===== src/rtl/sccb_read.sv =====
// SCCB/I2C register read master: writes the register address, restarts, then reads one byte.
// SCL runs at CLK/4; each bit spans quarter cycles q0..q3 (SCL high in q1/q2).
module sccb_read #(
    parameter int GAP_CYCLES = 8
) (
    input  logic        CLK,
    input  logic        RST_N,
    input  logic [15:0] data_in,
    input  logic        SCCB_req,
    output logic        SCCB_SCL,
    output logic        SCCB_SDA_O,
    output logic        SCCB_SDA_OE,
    input  logic        SCCB_SDA_I,
    output logic [7:0]  rd_data,
    output logic        rd_valid,
    output logic        SCCB_busy
);
    typedef enum logic [3:0] {
        IDLE, START1, ADDR_W, REG, STOP1, GAP, START2, ADDR_R, READ, NA, STOP2
    } state_t;

    localparam logic [7:0] GAP_LAST = 8'(GAP_CYCLES - 1);

    state_t     state_q, state_d;
    logic [1:0] qtr_q, qtr_d;
    logic [3:0] bit_q, bit_d;
    logic [7:0] gap_q, gap_d;
    logic [6:0] id_q, id_d;
    logic [7:0] reg_q, reg_d;
    logic [7:0] shift_q, shift_d;
    logic [7:0] rd_data_q, rd_data_d;
    logic       rd_valid_q, rd_valid_d;
    logic       busy_q, busy_d;
    logic       scl_q, scl_d;
    logic       sda_o_q, sda_o_d;
    logic       sda_oe_q, sda_oe_d;
    logic       last_qtr_s;
    logic       bit_scl_s;
    logic [7:0] tx_byte_s;
    logic       unused_id_lsb_s;

    // The R/W bit is forced by the phase, so the ID LSB from data_in is never used.
    assign unused_id_lsb_s = data_in[8];
    assign last_qtr_s      = (qtr_q == 2'd3);
    assign bit_scl_s       = qtr_d[0] ^ qtr_d[1];
    assign tx_byte_s       = (state_d == REG) ? reg_d : {id_d, (state_d == ADDR_R)};

    // Sequencing of states, quarter/bit/gap counters and the read datapath.
    always_comb begin
        state_d    = state_q;
        qtr_d      = qtr_q + 2'd1;
        bit_d      = bit_q;
        gap_d      = gap_q;
        id_d       = id_q;
        reg_d      = reg_q;
        shift_d    = shift_q;
        rd_data_d  = rd_data_q;
        rd_valid_d = 1'b0;
        busy_d     = busy_q;
        case (state_q)
            IDLE: begin
                qtr_d = 2'd0;
                bit_d = 4'd0;
                gap_d = 8'd0;
                if (SCCB_req) begin
                    id_d    = data_in[15:9];
                    reg_d   = data_in[7:0];
                    busy_d  = 1'b1;
                    state_d = START1;
                end else begin
                    busy_d  = 1'b0;
                end
            end
            START1, START2: begin
                if (last_qtr_s) begin
                    state_d = (state_q == START1) ? ADDR_W : ADDR_R;
                    bit_d   = 4'd0;
                end else begin
                    bit_d   = bit_q;
                end
            end
            ADDR_W, REG, ADDR_R: begin
                if (last_qtr_s && (bit_q == 4'd8)) begin
                    state_d = (state_q == ADDR_W) ? REG : ((state_q == REG) ? STOP1 : READ);
                    bit_d   = 4'd0;
                end else if (last_qtr_s) begin
                    bit_d   = bit_q + 4'd1;
                end else begin
                    bit_d   = bit_q;
                end
            end
            READ: begin
                if (qtr_q == 2'd2) begin
                    shift_d = {shift_q[6:0], SCCB_SDA_I};
                end else begin
                    shift_d = shift_q;
                end
                if (last_qtr_s && (bit_q == 4'd7)) begin
                    state_d = NA;
                    bit_d   = 4'd8;
                end else if (last_qtr_s) begin
                    bit_d   = bit_q + 4'd1;
                end else begin
                    bit_d   = bit_q;
                end
            end
            NA: begin
                if (last_qtr_s) begin
                    state_d = STOP2;
                    bit_d   = 4'd0;
                end else begin
                    bit_d   = bit_q;
                end
            end
            STOP1: begin
                if (last_qtr_s) begin
                    state_d = GAP;
                    gap_d   = 8'd0;
                end else begin
                    gap_d   = gap_q;
                end
            end
            GAP: begin
                qtr_d = 2'd0;
                if (gap_q == GAP_LAST) begin
                    state_d = START2;
                    gap_d   = 8'd0;
                end else begin
                    gap_d   = gap_q + 8'd1;
                end
            end
            STOP2: begin
                if (last_qtr_s) begin
                    state_d    = IDLE;
                    rd_data_d  = shift_q;
                    rd_valid_d = 1'b1;
                    busy_d     = 1'b0;
                end else begin
                    rd_valid_d = 1'b0;
                end
            end
            default: begin
                state_d = IDLE;
                busy_d  = 1'b0;
            end
        endcase
    end

    // Bus levels for the cycle being entered, so SCL/SDA come straight from flops.
    always_comb begin
        scl_d    = 1'b1;
        sda_o_d  = 1'b1;
        sda_oe_d = 1'b1;
        case (state_d)
            START1, START2: begin
                sda_o_d = ~qtr_d[1];
            end
            STOP1, STOP2: begin
                scl_d   = (qtr_d != 2'd0);
                sda_o_d = qtr_d[1];
            end
            ADDR_W, REG, ADDR_R: begin
                scl_d = bit_scl_s;
                if (bit_d == 4'd8) begin
                    sda_o_d  = 1'b1;
                    sda_oe_d = 1'b0;
                end else begin
                    sda_o_d  = tx_byte_s[3'd7 - bit_d[2:0]];
                    sda_oe_d = 1'b1;
                end
            end
            READ: begin
                scl_d    = bit_scl_s;
                sda_oe_d = 1'b0;
            end
            NA: begin
                scl_d = bit_scl_s;
            end
            default: begin
                scl_d = 1'b1;
            end
        endcase
    end

    // State and output registers.
    always_ff @(posedge CLK or negedge RST_N) begin
        if (!RST_N) begin
            state_q    <= IDLE;
            qtr_q      <= 2'd0;
            bit_q      <= 4'd0;
            gap_q      <= 8'd0;
            id_q       <= 7'd0;
            reg_q      <= 8'd0;
            shift_q    <= 8'd0;
            rd_data_q  <= 8'd0;
            rd_valid_q <= 1'b0;
            busy_q     <= 1'b0;
            scl_q      <= 1'b1;
            sda_o_q    <= 1'b1;
            sda_oe_q   <= 1'b1;
        end else begin
            state_q    <= state_d;
            qtr_q      <= qtr_d;
            bit_q      <= bit_d;
            gap_q      <= gap_d;
            id_q       <= id_d;
            reg_q      <= reg_d;
            shift_q    <= shift_d;
            rd_data_q  <= rd_data_d;
            rd_valid_q <= rd_valid_d;
            busy_q     <= busy_d;
            scl_q      <= scl_d;
            sda_o_q    <= sda_o_d;
            sda_oe_q   <= sda_oe_d;
        end
    end

    assign SCCB_SCL    = scl_q;
    assign SCCB_SDA_O  = sda_o_q;
    assign SCCB_SDA_OE = sda_oe_q;
    assign rd_data     = rd_data_q;
    assign rd_valid    = rd_valid_q;
    assign SCCB_busy   = busy_q;

endmodule


===== config.mk =====
export PLATFORM = sky130hd
export DESIGN_NAME = sccb_read
export DESIGN_NICKNAME = d
export VERILOG_FILES = /design/src/rtl/sccb_read.sv
export SDC_FILE = /design/constraint.sdc
export NUM_CORES = 1
export LEC_CHECK = 0
export CORE_ASPECT_RATIO = 1.1
export CORE_MARGIN = 5
export CORE_UTILIZATION = 35
export CTS_CLUSTER_DIAMETER = 100
export DETAILED_ROUTE_END_ITERATION = 7
export MAX_ROUTING_LAYER = met4
export PLACE_DENSITY = 0.56
export SYNTH_ARGS = -nofsm -noshare
export SYNTH_HDL_FRONTEND = slang
export SYNTH_SLANG_ARGS = --single-unit
export TNS_END_PERCENT = 20

===== constraint.sdc =====
create_clock -name CLK -period 5.65 [get_ports CLK]
set_input_delay 1.13 -clock CLK [delete_from_list [all_inputs] [get_ports CLK]]
set_output_delay 1.13 -clock CLK [all_outputs]
set_load 0.03 [all_outputs]

==> results.yml <==
min_path:
  min_path_type: "flop to flop"
drt:
  drtPass1Iterations: 4
  post_drt_via_cell_ratio: 5.11
  routed-via-count: 2071
  drt-total-wl_mm: 5.65
  detail_route.drc_violations: 0
  drt_iter0_markers: 120
  routedWlPerCell_um: 14.0
  ant_nets: 0
yosys:
  ys_seq_area_frac: 0.473
  synth_edf_count: 0
  synthFlopType: "dfrtp_1"
  yosysUniqueCellTypes: 54
  yosysTopAreaCell: "dfrtp_1"
  synth_area_per_cell_sq_um: 10.7
  synth_top_cells_by_count: "51 x dfrtp_1, 30 x mux2_2, 19 x nor2_1, 17 x nand2_1, 17 x o21ai_0"
  syn_area_sq_mm: 0.00287
  synthArstFlopShare: 1.00
  synth_top_area_frac: 0.445
  synth.most_common_cell: "dfrtp_1"
  yosys_warnings: 0
  synth_cells: 268
  synth.area.top_cells: "dfrtp_1 45%, mux2_2 12%, ha_1 3.1%"
  ys_seq_elements: 54
  synth_nets: 295
timing:
  slew_violations: 0
  max_freq_ghz: 0.305
  finalWorstSetupSlack_ps: 2370
  fin_crit_ps: 3280
  skew_ps: 4.74
  hold_violations: 0
  fin_tns_setup_ps: 0
  setup_viol: 0
  layout_worst_path_cycle_share: 0.580
  rsz0062_at_grt: "no"
  tightestPinTransition_ps: 739
  maxSlewHeadroom: 0.504
status:
  run_status: "completed"
floorplan:
  rows: 34
  dieArea_sq_mm: 0.0101
  die_width_um: 96.3
  coreArea_sq_mm: 0.00796
  start_util: 0.360
  io_pins: 33
  die_height_um: 105
place:
  place.gp.congestion: 0.771
  place_hpwl_mm: 4.06
  port_buffers: 31
  post-place-ws_ps: 2040
power_and_ir_drop:
  clkPwrFrac: 0.180
  power_density_mw_per_mm2: 429
  ir_drop_v: 0.000208
  leakagePower_nw: 1.46
  power_frac_seq: 0.377
  finalPower_mw: 1.45
  intPower_mw: 0.911
  switching_power_mw: 0.540
  switching_share: 0.372
  pwr-share-comb: 0.442
clocking:
  clkSinkCount: 54
  cts_tree: "yes"
  cts.path.max_buffers: 2
  clk_pin_slew_ps: 90
  cts_hold_buf: 0
  cts_resized: 0
  insertion_delay_ps: 300
  htreeDepth: 2
  cts_made_buffers: 5
  cts_root_buf: "clkbuf_8"
  post-cts-setup-buffers: 0
grt:
  overflow: 0
  grt_pass1_wl_mm: 9.96
  grt_usage: 0.126
  grt_antenna_before_repair: 0
  grt_max_degree: 55
  first_global_vias: 2043
critical_path:
  required_ps: 5860
  arrival_ps: 3480
  start_kind: "primary input"
  crit_path_end_kind: "flop"
  worst-setup-path-type: "primary input to flop"
  crit_path_max_fanout: 16
run:
  max_cap_viol_count: 0
layout:
  area_growth_pct: 18.0
  insertedDiodeCount: 0
  layout-drive-gt1-share: 0.182
  fin_nets: 324
  n_fill_cell: 767
-- path summary, 6_finish.rpt --
check / start / endpoint / slack, ps / cells after the start
max in group asynchronous: RST_N / reg_q[1]$_DFF_PN0_ / 4270 / 2
worst max register to register: qtr_q[1]$_DFF_PN0_ / SCCB_SDA_O$_DFF_PN1_ / 2410 / 8
worst max-delay path: SCCB_req / SCCB_SDA_O$_DFF_PN1_ / 2370 / 8
min in group asynchronous: RST_N / rd_data[3]$_DFFE_PN0P_ / 940 / 2
worst min register to register: reg_q[4]$_DFF_PN0_ / reg_q[4]$_DFF_PN0_ / 490 / 2
worst min-delay path: reg_q[4]$_DFF_PN0_ / reg_q[4]$_DFF_PN0_ / 490 / 2
-- worst max-delay path: stages --
cell,delay (ps)
clkdlybuf4s50_1,500
mux2i_1,80
nor4_1,210
a2111o_1,450
and3_4,310
mux2_4,320
a2111oi_4,330
o31ai_1,140
-- stage by stage --
stage                     hold slack, ps  cell area (sq um)   util  cells
after floorplan                      452               2870      -    268
after global placement               475               3270  0.411    398
after detailed placement             482               3270  0.411    398
after CTS                            506               3380  0.425    405
after global routing                 524               3380  0.425    405
final                                495               3380  0.425    405
-- layer usage --
layer,GRT usage,share of wire,up-vias
li1,-,-,1034
met1,0.170,0.48,1003
met2,0.191,0.47,32
met3,0.0302,0.033,2
met4,0.0305,0.0081,0
met5,-,0,-
-- cell type report --
type	instances	area [sq um]	area share
Clock buffer	6	82.6	0.0244
Clock inverter	1	30.0	0.00888
Inverter	12	45.0	0.0133
Multi-Input combinational cell	190	1410	0.416
Sequential cell	54	1360	0.401
Tap cell	108	135	0.0400
Timing Repair Buffer	34	328	0.0970
-- registers in the layout (all words and copies together), names as in the netlist --
signal	cells
SCCB_SCL	1
SCCB_SDA_O	1
SCCB_SDA_OE	1
SCCB_busy	1
bit_q	4
gap_q	8
id_q	7
qtr_q	2
rd_data	8
rd_valid	1
reg_q	8
shift_q	8
state_q	4
-- cell usage in the layout, fill, tap and decap left out, types with 3 or more instances in the layout --
| master | n |
|---|---|
| nand3_1 | 11 |
| a21o_1 | 3 |
| a21oi_1 | 6 |
| mux2_2 | 30 |
| mux2i_1 | 5 |
| nand4b_1 | 3 |
| nor3_1 | 5 |
| inv_1 | 11 |
| dfrtp_1 | 51 |
| o31ai_1 | 3 |
| nand2b_1 | 12 |
| o211ai_1 | 3 |
| nor2b_1 | 4 |
| ha_1 | 7 |
| nor2_1 | 19 |
| o21ai_0 | 17 |
| buf_4 | 3 |
| clkdlybuf4s50_1 | 30 |
| clkbuf_8 | 6 |
| dfstp_2 | 3 |
| nand2_1 | 17 |
| a31oi_1 | 5 |
-- cell families after synthesis --
logic type      Yosys count  share of synthesized area
compound gates           58                      0.148
xor+xnor                  1                    0.00306
fa+ha+maj                 7                     0.0306
buf+inv                  24                     0.0367
flops                    54                      0.473
mux                      36                      0.141
simple gates             88                      0.168
-- power by group through the flow --
stage	Combinational (mW)	Sequential, mW	Clock, mW
after CTS	0.653	0.548	0.272
final	0.642	0.548	0.261
after global routing	0.724	0.562	0.291
after floorplan	0.496	0.548	0
after detailed placement	0.651	0.555	0
after global placement	0.644	0.553	0
Note: power is estimated with default switching activity, not from simulation.
